===== config.mk =====
export PLATFORM = sky130hd
export DESIGN_NAME = vga_capture
export DESIGN_NICKNAME = d
export VERILOG_FILES = /design/src/rtl/vga_pkg.sv /design/src/rtl/sync_edge_detect.sv /design/src/rtl/vga_capture.sv
export SDC_FILE = /design/constraint.sdc
export NUM_CORES = 1
export LEC_CHECK = 0
export BUFFER_PORTS_ARGS = -buffer_cell sky130_fd_sc_hd__buf_2
export CORE_ASPECT_RATIO = 2
export CORE_UTILIZATION = 57
export DETAILED_ROUTE_END_ITERATION = 8
export GPL_TIMING_DRIVEN = 1
export PLACE_DENSITY = 0.77
export SYNTH_ARGS = -nofsm -noshare
export SYNTH_HDL_FRONTEND = slang
export SYNTH_SLANG_ARGS = --single-unit

===== constraint.sdc =====
create_clock -name Clk -period 4.74 [get_ports Clk]
set_input_delay 0.474 -clock Clk [delete_from_list [all_inputs] [get_ports Clk]]
set_output_delay 0.474 -clock Clk [all_outputs]
set_load 0.01 [all_outputs]

===== src/rtl/vga_pkg.sv =====
//==============================================================================
// Module  : vga_pkg
// Brief   : Shared VGA capture types and default frame geometry.
// Revision: 1.0 - initial release
//==============================================================================
`default_nettype none

package vga_pkg;

   localparam int H_ACTIVE_DEF = 640;
   localparam int V_ACTIVE_DEF = 480;

   typedef enum logic [1:0] {
      ST_SEARCH = 2'd0,
      ST_ALIGN  = 2'd1,
      ST_LOCKED = 2'd2
   } cap_state_t;

   // R+G+B fits in 10 bits (max 765).
   function automatic logic [9:0] rgb_sum(input logic [7:0] r,
                                          input logic [7:0] g,
                                          input logic [7:0] b);
      return {2'b00, r} + {2'b00, g} + {2'b00, b};
   endfunction

endpackage

`default_nettype wire


===== src/rtl/sync_edge_detect.sv =====
//==============================================================================
// Module  : sync_edge_detect
// Brief   : Pixel-strobe-gated falling-edge detector for one sync line.
// Revision: 1.0 - initial release
//==============================================================================
`default_nettype none

module sync_edge_detect (
   input  logic clk,
   input  logic rst,
   input  logic pix_en,
   input  logic sync_in,
   output logic fall
);

   logic sync_prev;

   // History idles high so releasing reset with the line high is not an edge.
   always_ff @(posedge clk or posedge rst) begin
      if (rst) begin
         sync_prev <= 1'b1;
      end else if (pix_en) begin
         sync_prev <= sync_in;
      end
   end

   assign fall = pix_en & sync_prev & ~sync_in;

endmodule

`default_nettype wire


===== src/rtl/vga_capture.sv =====
//==============================================================================
// Module  : vga_capture
// Brief   : Locks to incoming VGA timing, captures active pixels, checks frames.
// Revision: 1.0 - initial release
//==============================================================================
`default_nettype none

module vga_capture
   import vga_pkg::*;
#(
   parameter int H_ACTIVE = H_ACTIVE_DEF,
   parameter int V_ACTIVE = V_ACTIVE_DEF
) (
   input  logic        Clk,
   input  logic        Reset,
   input  logic        pix_en,
   input  logic        VGA_HS,
   input  logic        VGA_VS,
   input  logic        VGA_BLANK_N,
   input  logic [7:0]  VGA_R,
   input  logic [7:0]  VGA_G,
   input  logic [7:0]  VGA_B,
   output logic [9:0]  RxX,
   output logic [9:0]  RxY,
   output logic [23:0] RxRGB,
   output logic        pix_valid,
   output logic        frame_done,
   output logic [15:0] frame_sum,
   output logic        locked,
   output logic [7:0]  err_count
);

   localparam logic [10:0] H_LIM = 11'(H_ACTIVE);
   localparam logic [10:0] V_LIM = 11'(V_ACTIVE);

   cap_state_t  state, state_nx;
   logic [10:0] x_cnt, x_nx;
   logic [10:0] y_cnt, y_nx;
   logic        ovr, ovr_nx;
   logic [15:0] run_sum, sum_nx;
   logic [15:0] fsum_q, fsum_nx;
   logic [7:0]  err_q, err_nx;
   logic        cap, done, fail, clr;
   logic        hs_fall, vs_fall;

   sync_edge_detect u_hs_edge (
      .clk     (Clk),
      .rst     (Reset),
      .pix_en  (pix_en),
      .sync_in (VGA_HS),
      .fall    (hs_fall)
   );

   sync_edge_detect u_vs_edge (
      .clk     (Clk),
      .rst     (Reset),
      .pix_en  (pix_en),
      .sync_in (VGA_VS),
      .fall    (vs_fall)
   );

   always_ff @(posedge Clk or posedge Reset) begin
      if (Reset) begin
         state <= ST_SEARCH;
      end else if (pix_en) begin
         state <= state_nx;
      end
   end

   // A sync event in LOCKED closes the line/frame; the same sample is not
   // also captured as a pixel.
   always_comb begin
      state_nx = state;
      x_nx     = x_cnt;
      y_nx     = y_cnt;
      ovr_nx   = ovr;
      sum_nx   = run_sum;
      fsum_nx  = fsum_q;
      err_nx   = err_q;
      cap      = 1'b0;
      done     = 1'b0;
      fail     = 1'b0;
      clr      = 1'b0;

      if (pix_en) begin
         unique case (state)
            ST_SEARCH: begin
               if (vs_fall) begin
                  state_nx = ST_ALIGN;
                  clr      = 1'b1;
               end
            end
            ST_ALIGN: begin
               if (!vs_fall && VGA_BLANK_N) begin
                  state_nx = ST_LOCKED;
                  cap      = 1'b1;
               end
            end
            ST_LOCKED: begin
               if (hs_fall || vs_fall) begin
                  // Line check first so a coincident frame check sees the new y.
                  if (hs_fall && ((x_cnt != 11'd0) || ovr)) begin
                     if ((x_cnt == H_LIM) && !ovr) begin
                        x_nx = 11'd0;
                        y_nx = (y_cnt > V_LIM) ? y_cnt : y_cnt + 11'd1;
                     end else begin
                        fail = 1'b1;
                     end
                  end
                  if (vs_fall && !fail) begin
                     if (y_nx == V_LIM) begin
                        done    = 1'b1;
                        fsum_nx = run_sum;
                        clr     = 1'b1;
                     end else begin
                        fail = 1'b1;
                     end
                  end
               end else if (VGA_BLANK_N) begin
                  if (x_cnt < H_LIM) begin
                     cap = 1'b1;
                  end else begin
                     ovr_nx = 1'b1;
                  end
               end
            end
            default: state_nx = ST_SEARCH;
         endcase
      end

      if (cap) begin
         x_nx   = x_cnt + 11'd1;
         sum_nx = run_sum + {6'd0, rgb_sum(VGA_R, VGA_G, VGA_B)};
      end
      if (fail) begin
         state_nx = ST_SEARCH;
         err_nx   = (err_q == 8'hFF) ? err_q : err_q + 8'd1;
         clr      = 1'b1;
      end
      if (clr) begin
         x_nx   = 11'd0;
         y_nx   = 11'd0;
         ovr_nx = 1'b0;
         sum_nx = 16'd0;
      end
   end

   always_ff @(posedge Clk or posedge Reset) begin
      if (Reset) begin
         x_cnt      <= 11'd0;
         y_cnt      <= 11'd0;
         ovr        <= 1'b0;
         run_sum    <= 16'd0;
         fsum_q     <= 16'd0;
         err_q      <= 8'd0;
         RxX        <= 10'd0;
         RxY        <= 10'd0;
         RxRGB      <= 24'd0;
         pix_valid  <= 1'b0;
         frame_done <= 1'b0;
      end else begin
         pix_valid  <= cap;
         frame_done <= done;
         if (pix_en) begin
            x_cnt   <= x_nx;
            y_cnt   <= y_nx;
            ovr     <= ovr_nx;
            run_sum <= sum_nx;
            fsum_q  <= fsum_nx;
            err_q   <= err_nx;
         end
         if (cap) begin
            RxX   <= x_cnt[9:0];
            RxY   <= y_cnt[9:0];
            RxRGB <= {VGA_R, VGA_G, VGA_B};
         end
      end
   end

   assign locked    = (state == ST_LOCKED);
   assign frame_sum = fsum_q;
   assign err_count = err_q;

endmodule

`default_nettype wire


---- After elaboration in Yosys (flattened, before gate mapping) ----
Cells that the tools add are included.
operators by class
  add/sub/neg operators ................... 6
  order comparisons ....................... 2
  equality and inequality tests ........... 10
  multiplexer cells ....................... 51
  bitwise operators ....................... 7
  reduce and logical (&&, ||, !) cells .... 26
operators with widths
  kind                   number
  $mux 11                15
  $mux 16                2
  $mux 1                 28
  $add 11x1->11 const B  2
  $add 16x10->16         1
  $reduce_and 5->1       3
  $reduce_bool 3->1      4
  $eq 11x10->1 const B   1
  $eq 11x9->1 const B    1
  $gt 11x9->1 const B    1
  $lt 11x10->1 const B   1
  $reduce_bool 11->1     1
  $add 9x8->10           1
  $add 8x8->9            1
  $add 8x1->8 const B    1
  $eq 8x8->1 const B     1
  $reduce_bool 2->1      4
  $mux 2                 3
  $ne 3x3->1 const B     2
  $pmux 2 s3             1
  $reduce_and 3->1       2
  $and 1x1->1            4
  $logic_and 1x1->1      4
  $ne 2x2->1 const B     2
  10 further kinds       16
storage, ports and cells
  register bits ........................... 113
  output and inout port bits .............. 71
  logic and storage cells ................. 116

---- Logic depth before layout (Yosys ltp) ----
  depth in word-level cells ............... 16
  depth in mapped cells ................... 11

---- By module ----
Synthesis repeated with hierarchy kept, for this count alone.
second synthesis, totals
  cell total of the unflattened synthesis .. 507
  area total of the unflattened synthesis .. 5,913.2 sq um
by module, submodules not included
  module            times used  cells an instance  area each (sq um)  seq. area each (sq um)
  vga_capture       1           499                5,803.1            2,777.7
  sync_edge_detect  2           4                  55.1               26.3

---- Least setup slack after synthesis ----
OpenSTA, ideal clock, no wires.
  path kind ............................... input-to-reg
  from .................................... in VGA_R[1]
  to ...................................... reg run_sum[15]
  arrival ................................. 3,465 ps
  required time ........................... 4,661 ps
  slack ................................... 1,196 ps
  cell stages on the path ................. 11
  buffers on the path ..................... 0
  cell sequence ........................... fa_1 -> fa_1 -> ha_1 -> fa_1 -> a21o_1 -> a21oi_1 -> o21ai_0 -> a2111oi_0 -> nor3_1 -> nand3_1 -> mux2i_1
between the ends
  word-level cells in the longest chain between the ends .. 5
RTL lines
  what                  line                text
  start, declared       vga_capture.sv:20   input logic [7:0] VGA_R,
  $add 8x8->9           vga_pkg.sv:23       return {2'b00, r} + {2'b00, g} + {2'b00, b};
  $add 9x8->10          vga_pkg.sv:23
  $add 16x10->16        vga_capture.sv:133  sum_nx = run_sum + {6'd0, rgb_sum(VGA_R, VGA_G, VGA_B)};
  $mux 16               vga_capture.sv:131  if (cap) begin
  $mux 16               vga_capture.sv:140  if (clr) begin
  end signal, assigned  vga_capture.sv:168  run_sum <= sum_nx;
  end, declared         vga_capture.sv:40   logic [15:0] run_sum, sum_nx;
No other way between the ends. The select of a mux whose other input is x is not followed.
A chain may end at the register's enable or synchronous reset.

---- Final worst setup path ----
  from .................................... reg y_cnt[0]
  to ...................................... reg fsum_q[13], in the netlist frame_sum[13]
between the ends
  word-level cells in the longest chain between the ends .. 9
  elaborated cells between the ends (all ways) .. 10
  those cells by class .................... 1 x add/sub; 1 x order compare; 1 x eq/ne; 6 x mux; 1 x reduce/logical
RTL lines
  what                                                 line                text
  start, declared                                      vga_capture.sv:38   logic [10:0] y_cnt, y_nx;
  start signal, assigned                               vga_capture.sv:166  y_cnt <= y_nx;
  $add 11x1->11 / $gt 11x9->1 (equally long branches)  vga_capture.sv:105  y_nx = (y_cnt > V_LIM) ? y_cnt : y_cnt + 11'd1;
  $mux 11                                              vga_capture.sv:105
  $mux 11                                              vga_capture.sv:103  if ((x_cnt == H_LIM) && !ovr) begin
  $mux 11 (*)                                          vga_capture.sv:102  if (hs_fall && ((x_cnt != 11'd0) || ovr)) begin
  $mux 11 (*)                                          vga_capture.sv:100  if (hs_fall || vs_fall) begin
  $mux 11 (*)                                          vga_capture.sv:86   unique case (state)
  $mux 11 (*)                                          vga_capture.sv:85   if (pix_en) begin
  $eq 11x9->1 (*)                                      vga_capture.sv:111  if (y_nx == V_LIM) begin
  $reduce_and 5->1 (no source line) (*)                n/a
  end signal, assigned                                 vga_capture.sv:169  fsum_q <= fsum_nx;
  end, declared                                        vga_capture.sv:41   logic [15:0] fsum_q, fsum_nx;
Mark *: on every way between the ends. The rest lies on a longest branch, timed or not. The select of a mux whose other input is x is not followed.

==> impl_metrics.yaml <==
outcome:
  status: "finished clean"
sta:
  rsz0062_at_grt: "no"
  setup_violations: 0
  min_period_over_period_pct: 76.7
  fmax_ghz: 0.275
  worstMarginPinSlew_ns: 1.00
  timing.final.max_slew_violations: 0
  relSlewSlack_pct: 32.6
  clock_skew_ns: 0.00658
  hold_viol: 0
  setup_tns_ns: 0
  fin_crit_ns: 3.63
power_and_ir_drop:
  pwr_density_cell_nw_per_um2: 539
  ir_drop_mv: 0.374
  p_leak_nw: 3.71
clock_tree:
  numCtsBuffers: 17
  root_buffer: "clkbuf_16"
  cts_buffer_depth: 2
  cts_tree: "done"
  htreeDepth: 4
  clk_pin_slew_ns: 0.06
  numClockSinks: 113
  hold_buffers: 0
  cts_resized: 0
  post_cts.repair.setup_buffers: 0
  insertion_delay_ns: 0.42
die:
  dieArea_um2: 10800
  initial_utilization_pct: 58.5
  die_w_um: 73.9
  die_h_um: 146
  core_um2: 10100
  rows: 52
  ios: 101
placed_design:
  dp_cells: 812
  gp_congestion: 0.902
  io_buffer_count: 100
  hpwlAfterDp_mm: 10.3
layout:
  mostFrequentLayoutCell: "nand2_1"
  n_antenna_cell: 0
  fin_util_pct: 70.7
  final_cell_count_no_fill: 844
  areaGrowthSynthToFinish_pct: 20.9
  mostFrequentLayoutCells: "nand2_1, dfrtp_1, buf_2"
  layout-drive-gt1-share_pct: 25.0
  nets: 762
critical_path:
  critPathKind: "reg -> reg"
  crit_fanout: 16
  start_kind: "register"
  cp-end-kind: "register"
  cp.required_ns: 5.04
  cp.arrival_ns: 3.94
  worstReg2RegStart: "y_cnt[0]$_DFFE_PP0P_"
  reg2reg_depth: 9
  cp-startpoint: "y_cnt[0]$_DFFE_PP0P_"
logic_synthesis:
  synth_top_area_share_pct: 47.1
  synthArstFlopShare_pct: 100
  synth_flop_cell: "dfrtp_1"
  yosys_warnings: 0
  synthesis.area_um2: 5900
  syn_inst: 600
  synth-edff-count: 0
  synth_seq_area_share_pct: 48.0
  synth_nets: 666
  synth_top_cell_by_area: "dfrtp_1"
  avgSynthCellArea_um2: 9.83
  synth_area_leaders: "dfrtp_1, nand2_1, fa_1, ha_1, o21ai_0"
  synth.distinct_cells: 62
  ys_ff_latch: 113
drt:
  drt_first_pass_iters: 5
  drc_errors: 0
  vias: 4825
  viasPerCell: 5.72
  routedWlPerCell_um: 17.4
  drt_iter0_drc: 387
  ant_nets: 0
  drt-total-wl_mm: 14.7
global_route:
  overflow: 0
  grt_use_total_pct: 29.1
  grt_start_max_net_pins: 73
  antenna_found_initial: 0
  grt_pass1_vias: 4966
  grt_pass1_wl_mm: 23.1
worst_hold_path:
  hold_path.class: "in -> async"
run:
  maxCapViolations: 0
## critical path, stage by stage, from the launching register on
cell,delay (ns)
dfrtp_1,0.44
inv_1,0.18
ha_1,0.17
nor4b_1,0.48
o21ai_0,0.30
a211oi_2,0.26
a21oi_1,0.07
or4_1,0.80
nor2_8,0.41
mux2_2,0.39
## layout make-up
cell class | count | area [um^2]
inverters | 17 | 66.3
fillers | 732 | 2950
multi-input cells | 442 | 2830
well taps | 135 | 169
clock buffers | 20 | 467
clock inverters | 12 | 228
repair buffers | 105 | 538
flip-flops and latches | 113 | 2830
## stage by stage
step	worst slack, ns	total power, mW	instance area, um^2	hold WS, ns
2_1_floorplan	1.20	1.99	5900	0.477
3_3_place_gp	0.881	2.30	6440	0.453
4_1_cts	1.16	3.86	7130	0.268
5_1_grt	0.903	4.06	7130	0.272
6_report	1.11	3.85	7130	0.228
3_5_place_dp	0.793	2.35	6440	0.457
## cells in the mapped netlist (all sizes together) (8+ instances only)
master  instances
nand2         168
dfrtp         111
nor2           37
o21ai          31
ha             20
mux2           20
a21oi          19
clkbuf         18
nand3          18
inv            17
fa             16
xnor2          16
and3           13
buf            10
xor2            8
## metal layers
layer | share of wire [%] | track usage (%) | vias up
li1 | - | - | 2219
met3 | 3.7 | 5.75 | 70
met2 | 57 | 52.9 | 178
met5 | 0 | 0 | -
met4 | 5.7 | 19.3 | 0
met1 | 34 | 27.9 | 2358
## worst paths after layout
| kind | to | slack, ns |
|---|---|---|
| max | frame_sum[13]$_DFFE_PP0P_ | 1.11 |
| min | RxRGB[15]$_DFFE_PP0P_ | 0.23 |
| max reg2reg | frame_sum[13]$_DFFE_PP0P_ | 1.11 |
| min reg2reg | RxRGB[2]$_DFFE_PP0P_ | 0.47 |
| max in group asynchronous | RxRGB[9]$_DFFE_PP0P_ | 3.39 |
| min in group Clk | RxRGB[7]$_DFFE_PP0P_ | 0.27 |
## where the power goes
part           total, mW  leakage [nW]  switching (mW)  internal [mW]
Sequential          1.27          1.52           0.139           1.13
Combinational       1.08          1.85           0.642          0.436
Clock               1.50         0.337           0.466           1.03
Total               3.85          3.71            1.25           2.60
## sequential cells by signal (all words and copies together), names as in the netlist
name,count
frame_done,1
run_sum,16
err_count,8
u_hs_edge.sync_prev,1
state,2
RxX,10
y_cnt,11
pix_valid,1
RxY,10
ovr,1
RxRGB,24
x_cnt,11
frame_sum,16
u_vs_edge.sync_prev,1
## cells by family (layout without fill, tap and decap cells)
logic type	Yosys count	after routing	share of synthesized area [%]
AOI/OAI and AO/OA	80	80	8.21
xor gates and xnor gates	24	24	3.56
adders and majority gates	36	36	9.67
buffers and inverters	45	154	4.03
DFF	113	113	48.0
muxes	23	23	4.96
and+or+nand+nor	279	279	21.6
No activity file was read; power rests on OpenSTA's default activity.
